`src/rtl/signal_monitor_pkg.sv`:
```
// Shared lamp/fault encodings, FSM states and helpers for the signal conflict monitor.
package signal_monitor_pkg;

    localparam int unsigned LAMP_W = 3;
    localparam int unsigned CNT_W  = 8;
    localparam int unsigned CODE_W = 3;

    // Lamp encoding: bit2 = red, bit1 = yellow, bit0 = green
    localparam logic [LAMP_W-1:0] LAMP_RED = 3'b100;
    localparam logic [LAMP_W-1:0] LAMP_YEL = 3'b010;
    localparam logic [LAMP_W-1:0] LAMP_GRN = 3'b001;
    localparam logic [LAMP_W-1:0] LAMP_OFF = 3'b000;

    localparam logic [CODE_W-1:0] FC_NONE      = 3'd0;
    localparam logic [CODE_W-1:0] FC_CONFLICT  = 3'd1;
    localparam logic [CODE_W-1:0] FC_INVALID   = 3'd2;
    localparam logic [CODE_W-1:0] FC_WALK      = 3'd3;
    localparam logic [CODE_W-1:0] FC_SHORT_YEL = 3'd4;

    localparam int unsigned DEF_FAULT_FILTER   = 2;
    localparam int unsigned DEF_MIN_YELLOW     = 2;
    localparam int unsigned DEF_FLASH_HALF     = 1;
    localparam int unsigned DEF_STARTUP_CYCLES = 4;

    typedef enum logic [1:0] {
        ST_STARTUP = 2'd0,
        ST_MONITOR = 2'd1,
        ST_FAULT   = 2'd2
    } state_t;

    typedef struct packed {
        logic [LAMP_W-1:0] t1_lamp;
        logic [LAMP_W-1:0] t2_lamp;
        logic              t1_walk;
        logic              t2_walk;
    } lamp_drive_t;

    function automatic logic lamp_legal(input logic [LAMP_W-1:0] code);
        return (code == LAMP_RED) || (code == LAMP_YEL) || (code == LAMP_GRN);
    endfunction

    // Both heads red (or dark) with walks off, used while flashing
    function automatic lamp_drive_t flash_drive(input logic on);
        lamp_drive_t d;
        d.t1_lamp = on ? LAMP_RED : LAMP_OFF;
        d.t2_lamp = on ? LAMP_RED : LAMP_OFF;
        d.t1_walk = 1'b0;
        d.t2_walk = 1'b0;
        return d;
    endfunction

endpackage

```
`src/rtl/signal_monitor_if.sv`:
```
// Controller-to-monitor bundle: controller indications in, lamp drives and fault status out.
interface signal_monitor_if;
    import signal_monitor_pkg::*;

    logic [LAMP_W-1:0] T1;
    logic [LAMP_W-1:0] T2;
    logic              T1Walk;
    logic              T2Walk;
    logic              fault_clear;
    logic [LAMP_W-1:0] T1Lamp;
    logic [LAMP_W-1:0] T2Lamp;
    logic              T1WalkLamp;
    logic              T2WalkLamp;
    logic              fault;
    logic [CODE_W-1:0] fault_code;
    logic [CNT_W-1:0]  fault_count;

    modport master (
        output T1, T2, T1Walk, T2Walk, fault_clear,
        input  T1Lamp, T2Lamp, T1WalkLamp, T2WalkLamp, fault, fault_code, fault_count
    );

    modport slave (
        input  T1, T2, T1Walk, T2Walk, fault_clear,
        output T1Lamp, T2Lamp, T1WalkLamp, T2WalkLamp, fault, fault_code, fault_count
    );

endinterface

```
`src/rtl/signal_monitor_yellow_tracker.sv`:
```
// Per-head history: previous colour and consecutive-yellow count, flags entry to red without enough yellow.
module signal_monitor_yellow_tracker
    import signal_monitor_pkg::*;
#(
    parameter int unsigned MIN_YELLOW = DEF_MIN_YELLOW
) (
    input  logic              clk,
    input  logic              reset,
    input  logic [LAMP_W-1:0] color,
    output logic              short_yellow_c
);

    logic [LAMP_W-1:0] prev_color;
    logic [CNT_W-1:0]  yellow_cnt;

    // Tracks the head every cycle regardless of monitor state, so it is always in step with the inputs
    always_ff @(posedge clk or posedge reset) begin
        if (reset) begin
            prev_color <= LAMP_RED;
            yellow_cnt <= '0;
        end else begin
            prev_color <= color;
            if (color == LAMP_YEL) begin
                if (yellow_cnt != '1) begin
                    yellow_cnt <= yellow_cnt + CNT_W'(1);
                end
            end else begin
                yellow_cnt <= '0;
            end
        end
    end

    always_comb begin
        short_yellow_c = (color == LAMP_RED) &&
                         ((prev_color == LAMP_GRN) ||
                          ((prev_color == LAMP_YEL) && (yellow_cnt < CNT_W'(MIN_YELLOW))));
    end

endmodule

```
`src/rtl/signal_monitor.sv`:
```
// Conflict monitor: passes legal indications through one register stage, latches faults and flashes red.
module signal_monitor
    import signal_monitor_pkg::*;
#(
    parameter int unsigned FAULT_FILTER   = DEF_FAULT_FILTER,
    parameter int unsigned MIN_YELLOW     = DEF_MIN_YELLOW,
    parameter int unsigned FLASH_HALF     = DEF_FLASH_HALF,
    parameter int unsigned STARTUP_CYCLES = DEF_STARTUP_CYCLES
) (
    input  logic            clk,
    input  logic            reset,
    signal_monitor_if.slave bus
);

    state_t            state;
    logic              flash_on;
    logic [CNT_W-1:0]  half_cnt;
    logic [CNT_W-1:0]  startup_cnt;
    logic [CNT_W-1:0]  filt_cnt;
    lamp_drive_t       drive;
    logic              fault_q;
    logic [CODE_W-1:0] fault_code_q;
    logic [CNT_W-1:0]  fault_count_q;

    logic              short_yel_t1_c;
    logic              short_yel_t2_c;
    logic              raw_conflict_c;
    logic              raw_invalid_c;
    logic              raw_walk_c;
    logic              raw_level_c;
    logic              short_yel_c;
    logic [CNT_W-1:0]  filt_nxt_c;
    logic              level_trip_c;
    logic [CODE_W-1:0] cause_c;
    logic              flash_wrap_c;
    logic              flash_on_nxt_c;
    logic [CNT_W-1:0]  half_nxt_c;
    lamp_drive_t       in_drive_c;

    signal_monitor_yellow_tracker #(.MIN_YELLOW(MIN_YELLOW)) u_yellow_t1 (
        .clk            (clk),
        .reset          (reset),
        .color          (bus.T1),
        .short_yellow_c (short_yel_t1_c)
    );

    signal_monitor_yellow_tracker #(.MIN_YELLOW(MIN_YELLOW)) u_yellow_t2 (
        .clk            (clk),
        .reset          (reset),
        .color          (bus.T2),
        .short_yellow_c (short_yel_t2_c)
    );

    // Raw violation detection, filter advance and flash sequencing on the sampled inputs
    always_comb begin
        raw_conflict_c = (bus.T1 != LAMP_RED) && (bus.T2 != LAMP_RED);
        raw_invalid_c  = !lamp_legal(bus.T1) || !lamp_legal(bus.T2);
        raw_walk_c     = (bus.T1Walk && (bus.T1 != LAMP_RED)) ||
                         (bus.T2Walk && (bus.T2 != LAMP_RED));
        raw_level_c    = raw_conflict_c || raw_invalid_c || raw_walk_c;
        short_yel_c    = short_yel_t1_c || short_yel_t2_c;

        filt_nxt_c = '0;
        if (raw_level_c) begin
            filt_nxt_c = (filt_cnt == '1) ? filt_cnt : filt_cnt + CNT_W'(1);
        end
        level_trip_c = raw_level_c && (filt_nxt_c >= CNT_W'(FAULT_FILTER));

        cause_c = FC_NONE;
        if (raw_conflict_c) begin
            cause_c = FC_CONFLICT;
        end else if (raw_invalid_c) begin
            cause_c = FC_INVALID;
        end else if (raw_walk_c) begin
            cause_c = FC_WALK;
        end else if (short_yel_c) begin
            cause_c = FC_SHORT_YEL;
        end

        flash_wrap_c   = (half_cnt >= CNT_W'(FLASH_HALF - 1));
        flash_on_nxt_c = flash_wrap_c ? !flash_on : flash_on;
        half_nxt_c     = flash_wrap_c ? '0 : half_cnt + CNT_W'(1);

        in_drive_c.t1_lamp = bus.T1;
        in_drive_c.t2_lamp = bus.T2;
        in_drive_c.t1_walk = bus.T1Walk;
        in_drive_c.t2_walk = bus.T2Walk;
    end

    always_ff @(posedge clk or posedge reset) begin
        if (reset) begin
            state         <= ST_STARTUP;
            flash_on      <= 1'b1;
            half_cnt      <= '0;
            startup_cnt   <= '0;
            filt_cnt      <= '0;
            drive         <= flash_drive(1'b1);
            fault_q       <= 1'b0;
            fault_code_q  <= FC_NONE;
            fault_count_q <= '0;
        end else begin
            case (state)
                ST_STARTUP: begin
                    flash_on <= flash_on_nxt_c;
                    half_cnt <= half_nxt_c;
                    drive    <= flash_drive(flash_on_nxt_c);
                    filt_cnt <= '0;
                    if (startup_cnt >= CNT_W'(STARTUP_CYCLES - 1)) begin
                        state       <= ST_MONITOR;
                        startup_cnt <= '0;
                    end else begin
                        startup_cnt <= startup_cnt + CNT_W'(1);
                    end
                end

                ST_MONITOR: begin
                    if (level_trip_c || short_yel_c) begin
                        state        <= ST_FAULT;
                        fault_q      <= 1'b1;
                        fault_code_q <= cause_c;
                        if (fault_count_q != '1) begin
                            fault_count_q <= fault_count_q + CNT_W'(1);
                        end
                        flash_on <= 1'b1;
                        half_cnt <= '0;
                        drive    <= flash_drive(1'b1);
                        filt_cnt <= '0;
                    end else begin
                        filt_cnt <= filt_nxt_c;
                        drive    <= in_drive_c;
                    end
                end

                ST_FAULT: begin
                    // A clear request is honoured only once the level violations are gone
                    if (bus.fault_clear && !raw_level_c) begin
                        state        <= ST_MONITOR;
                        fault_q      <= 1'b0;
                        fault_code_q <= FC_NONE;
                        filt_cnt     <= '0;
                        drive        <= in_drive_c;
                    end else begin
                        flash_on <= flash_on_nxt_c;
                        half_cnt <= half_nxt_c;
                        drive    <= flash_drive(flash_on_nxt_c);
                    end
                end

                default: begin
                    state <= ST_STARTUP;
                end
            endcase
        end
    end

    assign bus.T1Lamp      = drive.t1_lamp;
    assign bus.T2Lamp      = drive.t2_lamp;
    assign bus.T1WalkLamp  = drive.t1_walk;
    assign bus.T2WalkLamp  = drive.t2_walk;
    assign bus.fault       = fault_q;
    assign bus.fault_code  = fault_code_q;
    assign bus.fault_count = fault_count_q;

endmodule

```
`src/flat_wrapper.sv`:
```
// flat-port wrapper written by rule: the top's interface ports become plain ports
module signal_monitor_flat import signal_monitor_pkg::*;
#(
    parameter int unsigned FAULT_FILTER   = DEF_FAULT_FILTER,
    parameter int unsigned MIN_YELLOW     = DEF_MIN_YELLOW,
    parameter int unsigned FLASH_HALF     = DEF_FLASH_HALF,
    parameter int unsigned STARTUP_CYCLES = DEF_STARTUP_CYCLES
)
  (clk, reset, bus_T1, bus_T2, bus_T1Walk, bus_T2Walk, bus_fault_clear, bus_T1Lamp, bus_T2Lamp, bus_T1WalkLamp, bus_T2WalkLamp, bus_fault, bus_fault_code, bus_fault_count);
  signal_monitor_if bus_i ();
  input  logic clk;
  input  logic reset;
  input wire logic [$bits(bus_i.T1)-1:0] bus_T1;
  input wire logic [$bits(bus_i.T2)-1:0] bus_T2;
  input wire logic [$bits(bus_i.T1Walk)-1:0] bus_T1Walk;
  input wire logic [$bits(bus_i.T2Walk)-1:0] bus_T2Walk;
  input wire logic [$bits(bus_i.fault_clear)-1:0] bus_fault_clear;
  output wire logic [$bits(bus_i.T1Lamp)-1:0] bus_T1Lamp;
  output wire logic [$bits(bus_i.T2Lamp)-1:0] bus_T2Lamp;
  output wire logic [$bits(bus_i.T1WalkLamp)-1:0] bus_T1WalkLamp;
  output wire logic [$bits(bus_i.T2WalkLamp)-1:0] bus_T2WalkLamp;
  output wire logic [$bits(bus_i.fault)-1:0] bus_fault;
  output wire logic [$bits(bus_i.fault_code)-1:0] bus_fault_code;
  output wire logic [$bits(bus_i.fault_count)-1:0] bus_fault_count;
  assign bus_i.T1 = bus_T1;
  assign bus_i.T2 = bus_T2;
  assign bus_i.T1Walk = bus_T1Walk;
  assign bus_i.T2Walk = bus_T2Walk;
  assign bus_i.fault_clear = bus_fault_clear;
  assign bus_T1Lamp = bus_i.T1Lamp;
  assign bus_T2Lamp = bus_i.T2Lamp;
  assign bus_T1WalkLamp = bus_i.T1WalkLamp;
  assign bus_T2WalkLamp = bus_i.T2WalkLamp;
  assign bus_fault = bus_i.fault;
  assign bus_fault_code = bus_i.fault_code;
  assign bus_fault_count = bus_i.fault_count;
  signal_monitor #(.FAULT_FILTER(FAULT_FILTER), .MIN_YELLOW(MIN_YELLOW), .FLASH_HALF(FLASH_HALF), .STARTUP_CYCLES(STARTUP_CYCLES)) u_core (.clk(clk), .reset(reset), .bus(bus_i));
endmodule
```
`config.mk`:
```
export PLATFORM = sky130hd
export DESIGN_NAME = signal_monitor_flat
export DESIGN_NICKNAME = d
export VERILOG_FILES = /design/src/rtl/signal_monitor_pkg.sv /design/src/rtl/signal_monitor_if.sv /design/src/rtl/signal_monitor_yellow_tracker.sv /design/src/rtl/signal_monitor.sv /design/src/flat_wrapper.sv
export SDC_FILE = /design/constraint.sdc
export NUM_CORES = 1
export LEC_CHECK = 0
export CAP_MARGIN = 0
export CORE_MARGIN = 8
export CORE_UTILIZATION = 45
export CTS_CLUSTER_DIAMETER = 100
export CTS_CLUSTER_SIZE = 30
export DETAILED_ROUTE_END_ITERATION = 16
export PLACE_DENSITY = 0.68
export SYNTH_ARGS = -nofsm -noshare
export SYNTH_HDL_FRONTEND = slang
export SYNTH_SLANG_ARGS = --single-unit
```
`constraint.sdc`:
```
create_clock -name clk -period 2.37 [get_ports clk]
set_input_delay 0.474 -clock clk [delete_from_list [all_inputs] [get_ports clk]]
set_output_delay 0.474 -clock clk [all_outputs]
set_load 0.01 [all_outputs]
```
==> Word-level counts from Yosys, hierarchy flattened <==
Cells that the tools add are included.
{ "totals": {"elab_cells": 119, "input_bits": 11, "register_bits": 69, "mem_bits_rw": 0, "romBits": 0, "latchBits": 0, "out_inout_bits": 20, "n_memories": 0} }
{ "classes": {"n_reduce_logical": 33, "div_mod_pow": 0, "n_addsub": 6, "eq_ne": 24, "shifts": 0, "mul": 0, "order_cmp": 5, "n_mux": 35, "bitwise": 0} }
{ "op_table": {"columns": ["cell", "n"], "rows": [
  ["$mux W8", 14],
  ["$pmux W8 S3", 3],
  ["$add A8 B1 Y8 const B", 6],
  ["$ne A8 B8 Y1 const B", 3],
  ["$mux W3", 7],
  ["$ge A8 B2 Y1 const B", 2],
  ["$lt A8 B2 Y1 const B", 2],
  ["$eq A3 B1 Y1 const B", 4],
  ["$eq A3 B2 Y1 const B", 4],
  ["$logic_or A1 B1 Y1", 12],
  ["$reduce_and A3 Y1", 4],
  ["$logic_and A1 B1 Y1", 9],
  ["$eq A8 B8 Y1 const B", 1],
  ["$ge A8 B1 Y1 const B", 1],
  ["$eq A3 B3 Y1 const B", 2],
  ["$mux W2", 3],
  ["$ne A2 B1 Y1 const B", 3],
  ["$ne A2 B2 Y1 const B", 3],
  ["$ne A3 B3 Y1 const B", 2],
  ["$pmux W2 S3", 1],
  ["$pmux W3 S2", 1],
  ["$logic_not A1 Y1", 4],
  ["$mux W1", 4],
  ["$pmux W1 S3", 1],
  ["other kinds (7)", 7]
]} }

==> Longest topological paths before layout <==
{ "depth": {"word_depth": 13, "ltp_mapped": 9, "depth_no_buf": 7} }

==> Cells and area by module <==
Synthesis repeated with hierarchy kept, for this count alone.
{ "unflattened": {"cells_unflattened": 297, "area_unflattened_um2": 3193.1} }
{ "modules_own_cells": {"columns": ["mod", "n_inst", "area_per_inst_um2", "cells_each", "seq_area_each_um2"], "rows": [
  ["signal_monitor", 1, 2039.5, 183, 979.7],
  ["signal_monitor_yellow_tracker", 2, 576.8, 57, 276.5]
]} }

==> Least setup slack after synthesis <==
Ideal clock, no wire load.
{ "synth_path": {"path_kind": "input -> register", "start": "in bus_T1[0]", "end": "reg u_core.fault_count_q[1] (netlist: u_core.bus.fault_count[1])", "required_time_ns": 2.245, "setup_slack_ns": -0.173, "n_path_buf": 3, "path_stages": 9, "setup_time_ns": 0.125, "t_arrival_ns": 2.418, "path_cell_list": "buf_6 or3b_1 buf_2 a222oi_1 nand3_1 o21ai_2 buf_4 a21oi_2 mux2_4"} }
{ "synth_between": {"elab_chain_cells": 12, "elab_cells_between_ends": 20} }
{ "synth_lines": {"columns": ["element", "line_no", "source"], "rows": [
  ["start: declaration", "flat_wrapper.sv:13", "input wire logic [$bits(bus_i.T1)-1:0] bus_T1;"],
  ["$eq A3 B3 Y1 / $eq A3 B2 Y1 (equally long branches)", "signal_monitor_pkg.sv:39, signal_monitor_yellow_tracker.sv:34", null],
  ["$logic_or A1 B1 Y1 (2 in series)", "signal_monitor_pkg.sv:39", "return (code == LAMP_RED) || (code == LAMP_YEL) || (code == LAMP_GRN);"],
  ["$logic_not A1 Y1", "signal_monitor.sv:57", "raw_invalid_c = !lamp_legal(bus.T1) || !lamp_legal(bus.T2);"],
  ["$logic_or A1 B1 Y1", "signal_monitor.sv:57", null],
  ["$logic_or A1 B1 Y1 (2 in series)", "signal_monitor.sv:60", "raw_level_c = raw_conflict_c || raw_invalid_c || raw_walk_c;"],
  ["$mux W8", "signal_monitor.sv:64", "if (raw_level_c) begin"],
  ["$ge A8 B2 Y1", "signal_monitor.sv:67", "level_trip_c = raw_level_c && (filt_nxt_c >= CNT_W'(FAULT_FILTER));"],
  ["$logic_and A1 B1 Y1", "signal_monitor.sv:67", null],
  ["$logic_or A1 B1 Y1 *", "signal_monitor.sv:117", "if (level_trip_c || short_yel_c) begin"],
  ["$reduce_and A3 Y1 (no line) *", null, null],
  ["end signal: assignment", "signal_monitor.sv:122", "fault_count_q <= fault_count_q + CNT_W'(1);"],
  ["end: declaration", "signal_monitor.sv:23", "logic [CNT_W-1:0] fault_count_q;"]
]} }
Every way passes the cells marked *; elsewhere a longest branch is shown, timed or not.
A chain may end at the register's enable or synchronous reset.

==> Final worst setup path <==
{ "layout_path": {"start": "in bus_T1[2]", "end": "reg u_core.fault_code_q[0] (netlist: u_core.bus.fault_code[0])"} }
{ "layout_between": {"elab_chain_cells": 13, "elab_cells_between_ends": 29} }
{ "layout_lines": {"columns": ["element", "line_no", "source"], "rows": [
  ["$eq A3 B3 Y1 / $eq A3 B2 Y1 (equally long branches)", "signal_monitor_pkg.sv:39, signal_monitor_yellow_tracker.sv:34", null],
  ["$logic_or A1 B1 Y1 (2 in series)", "signal_monitor_pkg.sv:39", null],
  ["$logic_not A1 Y1", "signal_monitor.sv:57", null],
  ["$logic_or A1 B1 Y1", "signal_monitor.sv:57", null],
  ["$logic_or A1 B1 Y1 (2 in series)", "signal_monitor.sv:60", null],
  ["$mux W8", "signal_monitor.sv:64", null],
  ["$ge A8 B2 Y1", "signal_monitor.sv:67", null],
  ["$logic_and A1 B1 Y1", "signal_monitor.sv:67", null],
  ["$logic_or A1 B1 Y1", "signal_monitor.sv:117", null],
  ["$ne A2 B1 Y1 (no line)", null, null],
  ["$reduce_and A3 Y1 (no line)", null, null],
  ["end signal: assignment", "signal_monitor.sv:120", "fault_code_q <= cause_c;"],
  ["end: declaration", "signal_monitor.sv:22", "logic [CODE_W-1:0] fault_code_q;"]
]} }
Parallel ways exist; a longest one is shown, timed or not. The select of a mux whose other input is x is not followed.

==> key figures <==
Timing
  – Final hold vios: 0
  – Worst hold slack: 0.489 ns
  – Max Fclk: 430 MHz
  – Fin. max-slew vios: 0
  – RSZ-0062 raised after global routing: yes
  – Slew HR: 0.561
  – Skew final: 0.0117 ns
  – Setup_tns: 0 ns
  – Period minus WS final: 2.32 ns
  – Setup violations, final: 0
  – Worst-Margin Slew: 0.654 ns
  – Fin crit share: 0.981

Floorplan
  – Initial Util: 0.468
  – FP Rows: 29
  – DIE AREA: 9550 um^2
  – # IOs: 31
  – Die width: 97.7 um
  – Die height: 97.7 um
  – Core region area: 6420 um^2

Job
  – Max_cap viols: 0

Setup path
  – Top delay family on crit path: compound AO/OA/AOI/OAI gates
  – Worst path slowest cell: clkdlybuf4s50_1
  – Worst path cell trace: clkdlybuf4s50_1, buf_4, nor3b_1, a211o_1, buf_4, nand4_2, a221o_1, a32o_1
  – CP bufs+invs: 3
  – RR Startpoint: u_core.filt_cnt[0]
  – Top cell by count, worst path: buf_4
  – Crit end category: flip-flop
  – Crit path launch type: primary input
  – Setup crit start: bus_T1[2]
  – CP arrival: 2.55 ns
  – CP required: 2.59 ns
  – Max stage delay on crit path: 0.48 ns
  – R2R Setup Slk: 0.09 ns
  – Crit Path Max Fanout: 8
  – Kind of critical path: in2reg

Status
  – Run status: finished clean

Worst hold path
  – Hold crit path type: reg2reg
  – HP Start: u_core.startup_cnt[0]

Synthesis
  – Mapped Area: 3010 um^2
  – Synthesis-stage register bit count: 61
  – Top post-synthesis cells by area: dfrtp_1, dfstp_2, ha_1
  – EDFF count, synth: 0
  – Post-Syn Area per Cell: 10.7 um^2
  – Post-synth top flop: dfrtp_1
  – Area leader, netlist: dfrtp_1
  – Post-synthesis sequential area ratio: 0.510
  – Post-Syn Nets: 302
  – Cells after Synth: 281
  – Cell variety after synth: 58
  – Async set-reset flop share out of synthesis: 1.00
  – Post-synth top area share: 0.466
  – Syn. warnings: 0

Pwr
  – Lkg Pwr: 1.78 nW
  – Power Total: 3.80 mW
  – Max VDD drop: 0.000600 V
  – Pwr dens: 952 nW/um^2

Clock network
  – Hold_buf cts: 0
  – CTS Sinks: 61
  – CTS tree: yes
  – Clk_lat worst skew: 0.34 ns
  – H-tree levels: 3
  – CTS Buf Count: 9
  – Clock transition at path regs: 0.06 ns
  – CTS max path bufs: 2
  – Clk root buf: clkbuf_8

Routing
  – Post-route DRC: 0
  – Total number of vias: 2,421
  – Drt total wl: 6.66 mm
  – WL/cell: 15.3 um
  – Drt pass-1 iters: 4
  – Antenna viol nets, final: 0
  – Number of DRC markers in iteration 0: 99
  – DR vias/cell: 5.55

GRT
  – Largest net degree at the start of global routing: 62
  – M2 GR Usage: 0.221
  – Vias in the first global route: 2,490
  – Met3 Track Usage GR: 0.0394
  – Most Crowded Layer GR: met2
  – GR Overflow Total: 0
  – Antenna violations before repair: 0
  – Met1 usage in global routing: 0.191
  – Total track usage: 0.148
  – First-pass GRT wire length: 11.6 mm

Cells and area
  – Final Non-Filler Cells: 436
  – Total Nets Final: 375
  – Most frequent cells in the layout: dfrtp_1, buf_4, clkdlybuf4s50_1
  – Fraction of layout cells with a size suffix above 1: 0.214
  – Final Util: 0.621
  – P&R area growth vs syn: 32.8%
  – # fillers: 514
  – # diodes: 0
  – Most common cell after layout, fill and taps aside: dfrtp_1

Placed design
  – Final Wtd Congestion: 0.821
  – Inst Count DP: 418
  – Port bufs: 30
  – DP Wirelength: 4.69 mm
-- power by group --
group / switching [mW] / internal, mW
combinational: 0.685 / 0.691
clock: 0.380 / 0.646
sequential: 0.156 / 1.24
-- cell type report --
| type | count | area, um^2 | area share |
|---|---|---|---|
| clock buffers | 12 | 155 | 0.0389 |
| clock inverters | 4 | 70.1 | 0.0176 |
| inverters | 9 | 33.8 | 0.00847 |
| multi-input cells | 204 | 1480 | 0.370 |
| flip-flops and latches | 61 | 1530 | 0.384 |
| well taps | 77 | 96.3 | 0.0241 |
| repair buffers | 69 | 626 | 0.157 |
-- layer usage --
| metal | vias up | routed length, um |
|---|---|---|
| li1 | 1189 | - |
| met1 | 1176 | 3340 |
| met2 | 47 | 2930 |
| met3 | 9 | 268 |
| met4 | 0 | 125 |
| met5 | - | 0 |
-- stage by stage --
stage                     worst slack [ns]  instance area (um^2)
final                               0.0457                  3990
after global routing               -0.0232                  3990
after CTS                          0.00243                  3930
after detailed placement            -0.407                  3660
after global placement              -0.392                  3660
after floorplan                     -0.134                  3030
-- state kept, by name, indices dropped and copies added, names as in the netlist --
name and flops:
u_core.bus.fault_count 8, u_core.filt_cnt 8, u_core.startup_cnt 8, u_core.u_yellow_t1.yellow_cnt 8
u_core.u_yellow_t2.yellow_cnt 8, u_core.bus.T1Lamp 3, u_core.bus.T2Lamp 3, u_core.bus.fault_code 3
u_core.u_yellow_t1.prev_color 3, u_core.u_yellow_t2.prev_color 3, u_core.state 2, u_core.bus.T1WalkLamp 1
u_core.bus.T2WalkLamp 1, u_core.bus.fault 1, u_core.flash_on 1
-- kinds of logic after synthesis --
group,Yosys count,share of synthesized area
xor gates and xnor gates,15,0.0437
buffers and inverters,16,0.0241
DFF,61,0.510
and+or+nand+nor,108,0.199
muxes,6,0.0216
adders and majority gates,10,0.0416
AOI/OAI and AO/OA,65,0.159
-- worst register-to-register path, cell delays in order (launching register included) --
cell and delay [ns]:
dfrtp_1 0.38, ha_2 0.19, or3_4 0.34, a2111oi_4 0.31, o221ai_2 0.20, o21ai_4 0.21, buf_12 0.16, a21oi_4 0.07
mux2_4 0.32
-- synth_stat cells, drive strengths merged, types with 5 or more instances --
| cell type | number |
|---|---|
| a211oi | 6 |
| a21oi | 7 |
| a22o | 6 |
| a31oi | 7 |
| and3 | 9 |
| dfrtp | 56 |
| dfstp | 5 |
| ha | 10 |
| inv | 9 |
| mux2i | 5 |
| nand2 | 13 |
| nand3 | 18 |
| nand4 | 6 |
| nor2 | 21 |
| nor2b | 15 |
| nor3b | 6 |
| o21ai | 12 |
| xor2 | 11 |
-- timing repair --
action / CTS / global route
setup endpoints to repair: 23 / 30
endpoints found under the hold margin: 0 / 0
cloned: 0 / 0
pin swaps: 1 / 3
buffers inserted: 1 / 1
gates resized for setup: 5 / 12
-- worst paths after layout --
| kind | end | depth (start not counted) |
|---|---|---|
| worst max-delay path | u_core.bus.fault_code[0] | 8 |
| worst min-delay path | u_core.startup_cnt[0] | 1 |
| worst max register to register | u_core.bus.fault_count[1] | 8 |
| worst min register to register | u_core.startup_cnt[0] | 1 |
| max in group asynchronous | u_core.flash_on | 3 |
| min in group asynchronous | u_core.startup_cnt[7] | 3 |
Note: power is estimated with default switching activity, not from simulation.
